==> config.mk <==
export PLATFORM = sky130hd
export DESIGN_NAME = cla_seq_arbiter
export DESIGN_NICKNAME = d
export VERILOG_FILES = /design/src/rtl/cla_seq_arbiter.sv
export SDC_FILE = /design/constraint.sdc
export NUM_CORES = 1
export LEC_CHECK = 0
export ABC_AREA = 1
export CELL_PAD_IN_SITES_DETAIL_PLACEMENT = 0
export CELL_PAD_IN_SITES_GLOBAL_PLACEMENT = 1
export CORE_ASPECT_RATIO = 0.9
export CORE_MARGIN = 5
export CORE_UTILIZATION = 30
export DETAILED_ROUTE_END_ITERATION = 10
export PLACE_DENSITY_LB_ADDON = 0.1
export SYNTH_ARGS = -nofsm -noshare
export SYNTH_HDL_FRONTEND = slang
export SYNTH_SLANG_ARGS = --single-unit
==> constraint.sdc <==
create_clock -name clk -period 2.1 [get_ports clk]
set_input_delay 0.42 -clock clk [delete_from_list [all_inputs] [get_ports clk]]
set_output_delay 0.42 -clock clk [all_outputs]
set_load 0.03 [all_outputs]
==> src/rtl/cla_seq_arbiter.sv <==
// cla_seq_arbiter: two-requester arbiter sharing one 4-bit CLA slice, adding NIBBLES nibbles LSB first.
// Define CLA_SEQ_OVF_EN to add the signed-overflow output rsp_ovf.
module cla_seq_arbiter #(
    parameter int NIBBLES = 4
) (
    input  logic                 clk,
    input  logic                 rst_n,
    input  logic                 req0_valid,
    output logic                 req0_ready,
    input  logic [4*NIBBLES-1:0] req0_a,
    input  logic [4*NIBBLES-1:0] req0_b,
    input  logic                 req0_cin,
    input  logic                 req1_valid,
    output logic                 req1_ready,
    input  logic [4*NIBBLES-1:0] req1_a,
    input  logic [4*NIBBLES-1:0] req1_b,
    input  logic                 req1_cin,
    output logic                 rsp_valid,
    input  logic                 rsp_ready,
    output logic                 rsp_id,
    output logic [4*NIBBLES-1:0] rsp_sum,
`ifdef CLA_SEQ_OVF_EN
    output logic                 rsp_ovf,
`endif
    output logic                 rsp_cout
);
    localparam int W = 4 * NIBBLES;

    typedef enum logic [1:0] {IDLE, ADD, DONE} state_t;

    state_t       state, state_nx;
    logic [W-1:0] a_r, b_r;
    logic [3:0]   cnt, na, nb, g, p, s;
    logic [5:0]   sh;
    logic         carry, id, last_grant, gnt, xfer, last, c1, c2, c3, c4;

    always_comb begin
        gnt  = (req0_valid & req1_valid) ? ~last_grant : req1_valid;
        xfer = (state == IDLE) && (req0_valid || req1_valid);
        last = cnt == 4'(NIBBLES - 1);
    end

    always_ff @(posedge clk or negedge rst_n) begin
        if (!rst_n) state <= IDLE;
        else        state <= state_nx;
    end

    always_comb begin
        state_nx = state;
        case (state)
            IDLE:    state_nx = xfer ? ADD : IDLE;
            ADD:     state_nx = last ? DONE : ADD;
            DONE:    state_nx = rsp_ready ? IDLE : DONE;
            default: state_nx = IDLE;
        endcase
    end

    always_comb begin
        req0_ready = xfer & ~gnt;
        req1_ready = xfer & gnt;
        rsp_valid  = state == DONE;
        rsp_id     = id;
        rsp_cout   = carry;
    end

    // Current nibble is picked by shifting so any NIBBLES needs no index-width juggling
    always_comb begin
        sh = {cnt, 2'b00};
        na = 4'(a_r >> sh);
        nb = 4'(b_r >> sh);
        g  = na & nb;
        p  = na ^ nb;
        c1 = g[0] | (p[0] & carry);
        c2 = g[1] | (p[1] & g[0]) | (p[1] & p[0] & carry);
        c3 = g[2] | (p[2] & g[1]) | (p[2] & p[1] & g[0]) | (p[2] & p[1] & p[0] & carry);
        c4 = g[3] | (p[3] & g[2]) | (p[3] & p[2] & g[1]) | (p[3] & p[2] & p[1] & g[0])
           | (p[3] & p[2] & p[1] & p[0] & carry);
        s  = p ^ {c3, c2, c1, carry};
    end

    always_ff @(posedge clk or negedge rst_n) begin
        if (!rst_n) begin
            a_r        <= '0;
            b_r        <= '0;
            cnt        <= '0;
            carry      <= 1'b0;
            id         <= 1'b0;
            last_grant <= 1'b1;
            rsp_sum    <= '0;
        end else if (xfer) begin
            a_r        <= gnt ? req1_a : req0_a;
            b_r        <= gnt ? req1_b : req0_b;
            carry      <= gnt ? req1_cin : req0_cin;
            id         <= gnt;
            last_grant <= gnt;
            cnt        <= '0;
        end else if (state == ADD) begin
            rsp_sum <= (rsp_sum & ~(W'(4'hF) << sh)) | (W'(s) << sh);
            carry   <= c4;
            cnt     <= cnt + 4'd1;
        end
    end

`ifdef CLA_SEQ_OVF_EN
    always_ff @(posedge clk or negedge rst_n) begin
        if (!rst_n)                     rsp_ovf <= 1'b0;
        else if (state == ADD && last) rsp_ovf <= c3 ^ c4;
    end
`endif
endmodule

==> results.json <==
{
  "outcome": "finished, violations left",
  "violations": "setup timing",
  "grtUsageMet3_pct": 4.74,
  "leakage_uw": 0.00216,
  "power.switching_uw": 3520,
  "synth_area_leaders": "dfrtp_1, nand2_1, nand3_1, a21oi_1, a22oi_1",
  "placedCellCount": 605,
  "drtAntennaViolNets": 0,
  "finalPower_uw": 7890,
  "cp-start-kind": "register",
  "finalCritPeriodShare_pct": 102,
  "cts_tree": "yes",
  "clkSinkCount": 57,
  "drt_iter0_drc": 111,
  "drtPass1Iterations": 4,
  "yosys.area.top_type": "dfrtp_1",
  "worstPathArrival_ns": 2.37,
  "busiest_layer": "met2",
  "wl_mm": 8.88,
  "io_buffers": 91,
  "clkPwrFrac_pct": 13.1,
  "rsz0062_at_grt": "yes",
  "multi_input_area_mm2": 0.00158,
  "final.setup.tns_ns": -0.108,
  "vias_per_cell": 4.72,
  "crit_type": "reg2reg",
  "synth_top_cell_area_share_pct": 47.0,
  "syn-cell-area_mm2": 0.00298,
  "slew_violations": 0,
  "grt_use_met1_pct": 20.4,
  "avgSynthCellArea_um2": 7.87,
  "post-route-worst-setup-slack_ns": -0.0358,
  "stdcell_count": 629,
  "fillCellCount": 991,
  "clkTransAtPathRegs_ns": 0.06,
  "pre_cts_slack_ns": -0.167,
  "num_vias": 2970,
  "p_int_uw": 4370,
  "grtUsageMet2_pct": 23.7,
  "final-hold-violation-count": 0,
  "ir_drop_v": 0.000649,
  "switching_share_pct": 44.6,
  "synth_most_common_cell": "nand2_1",
  "grt.overflow.total": 0,
  "grt_pass1_vias": 3061,
  "grt_pass1_wl_mm": 14.6,
  "row_count": 34,
  "start_util_pct": 30.7,
  "netlist_top_cells_count": "nand2_1, dfrtp_1, nand3_1",
  "worstMarginPinSlew_ns": 0.655,
  "synth_nets": 456,
  "yosysUniqueCellTypes": 31,
  "hold_path_class": "in2async",
  "end_kind": "register",
  "power_frac_seq_pct": 25.3,
  "core_area_mm2": 0.00970,
  "period_minus_slack_ns": 2.14,
  "synthArstFlopShare_pct": 100,
  "r2r_slack_ns": -0.04,
  "die_h_um": 105,
  "synth_ff_type": "dfrtp_1",
  "dieArea_mm2": 0.0120,
  "ctsHoldBuffers": 0,
  "antenna_found_initial": 0,
  "clock_latency_ns": 0.34,
  "grt_usage_pct": 15.2,
  "htree_num_levels": 3,
  "crit_required_ns": 2.33,
  "synthesis.instances": 379,
  "finClkSkew_ns": 0.00608,
  "nets": 576,
  "ios": 92,
  "setup_viol_count_final": 5,
  "yosys_warnings": 0,
  "area_delta_synth_final_pct": 55.7,
  "globalplace.congestion": 0.758,
  "cts_buffer_depth": 2,
  "max_clock_freq_ghz": 0.468,
  "synth_edf_count": 0,
  "hpwl_mm": 6.62,
  "fp.dieW_um": 115,
  "cts_root_buffer": "clkbuf_8",
  "drc": 0,
  "relSlewSlack_pct": 56.4,
  "drive_gt1_share_pct": 21.3,
  "routedWlPerCell_um": 14.1,
  "ys_ff_latch": 57,
  "powerDensity_mw_per_mm2": 1700,
  "grt_max_degree": 36,
  "numCtsBuffers": 9,
  "crit_fanout": 6,
  "synth-seq-area-share_pct": 47.9,
  "drv_cap": 0,
  "comb_power_share_pct": 61.7,
  "regArea_mm2": 0.00143,
  "diodes": 0
}
sequential cells by signal, summed over array words and instances (netlist names):
| register | flops |
|---|---|
| rsp_id | 1 |
| rsp_sum | 16 |
| rsp_cout | 1 |
| cnt | 4 |
| last_grant | 1 |
| b_r | 16 |
| state | 2 |
| a_r | 16 |
layer usage:
| layer | wire length, um | up-vias |
|---|---|---|
| met5 | 0 | - |
| li1 | - | 1487 |
| met4 | 110 | 0 |
| met3 | 418 | 10 |
| met1 | 4050 | 1408 |
| met2 | 4300 | 65 |
metrics by stage:
stage	hold slack, ns	utilization [%]	cell area, um^2
floorplan	0.124	-	2980
global placement	0.452	42.8	4160
detailed placement	0.460	42.8	4160
CTS	0.128	46.0	4470
global route	0.140	47.9	4640
finish	0.111	47.9	4640
area by class of cell:
type | instances | share of cell area (%)
clock buffers | 12 | 3.34
clock inverters | 3 | 0.862
inverters | 24 | 2.26
multi-input cells | 285 | 34.1
flip-flops and latches | 57 | 30.8
well taps | 126 | 3.40
repair buffers | 122 | 25.2
critical path, cell delays in order, from the launching register on:
cell and delay (ns):
dfrtp_2 0.47, buf_4 0.16, buf_4 0.15, a21oi_1 0.16, o32ai_2 0.10, ha_1 0.34, or2_0 0.23, nand2_1 0.10
nand3_2 0.07, nand2_2 0.08, nor2_4 0.04, nand3_1 0.08, nand2_1 0.05
power by group through the flow:
stage / clock [uW] / combinational (uW) / sequential (uW)
5_1_grt: 1110 / 5350 / 2060
3_3_place_gp: 0 / 4000 / 1980
2_1_floorplan: 0 / 2310 / 2190
6_report: 1030 / 4860 / 1990
3_5_place_dp: 0 / 4020 / 1980
4_1_cts: 1050 / 4410 / 1980
kinds of logic after synthesis:
| family | count (synthesis) | synth area share [%] |
|---|---|---|
| AOI/OAI and AO/OA | 39 | 8.43 |
| xor gates and xnor gates | 2 | 0.588 |
| adders and majority gates | 6 | 2.77 |
| buffers and inverters | 38 | 5.37 |
| DFF | 57 | 47.9 |
| muxes | 1 | 0.503 |
| and+or+nand+nor | 236 | 34.5 |
repair_timing:
action | CTS | global route
resized for setup | 19 | 35
buffers inserted | 5 | 3
gates cloned | 1 | 0
hold endpoints to repair | 0 | 0
setup endpoints to repair | 15 | 15
pin swaps | 12 | 16
cells in the final DEF (no fill, tap or decap), drive strengths merged:
| cell type | instances |
|---|---|
| o21ai | 3 |
| nand3 | 53 |
| dfrtp | 56 |
| bufinv | 1 |
| or2 | 1 |
| nand4 | 2 |
| inv | 23 |
| a22oi | 10 |
| clkinv | 3 |
| a21oi | 15 |
| o22ai | 3 |
| nor2 | 20 |
| clkbuf | 12 |
| xnor2 | 1 |
| dfstp | 1 |
| nand3b | 1 |
| o31ai | 2 |
| ha | 5 |
| o32ai | 6 |
| nand2 | 158 |
| fa | 1 |
| nor3 | 2 |
| xor2 | 1 |
| clkdlybuf4s50 | 88 |
| buf | 34 |
| mux2 | 1 |
worst paths after layout:
path / startpoint / endpoint / cells after the start
max: cnt[0]$_DFFE_PN0P_ / rsp_sum[11]$_DFFE_PN0P_ / 12
min: rst_n / rsp_cout$_DFFE_PN0P_ / 1
max reg2reg: cnt[0]$_DFFE_PN0P_ / rsp_sum[11]$_DFFE_PN0P_ / 12
min reg2reg: last_grant$_DFFE_PN1P_ / last_grant$_DFFE_PN1P_ / 2
max in group asynchronous: rst_n / b_r[5]$_DFFE_PN0P_ / 2
min in group clk: last_grant$_DFFE_PN1P_ / last_grant$_DFFE_PN1P_ / 2
Note: power is estimated with default switching activity, not from simulation.
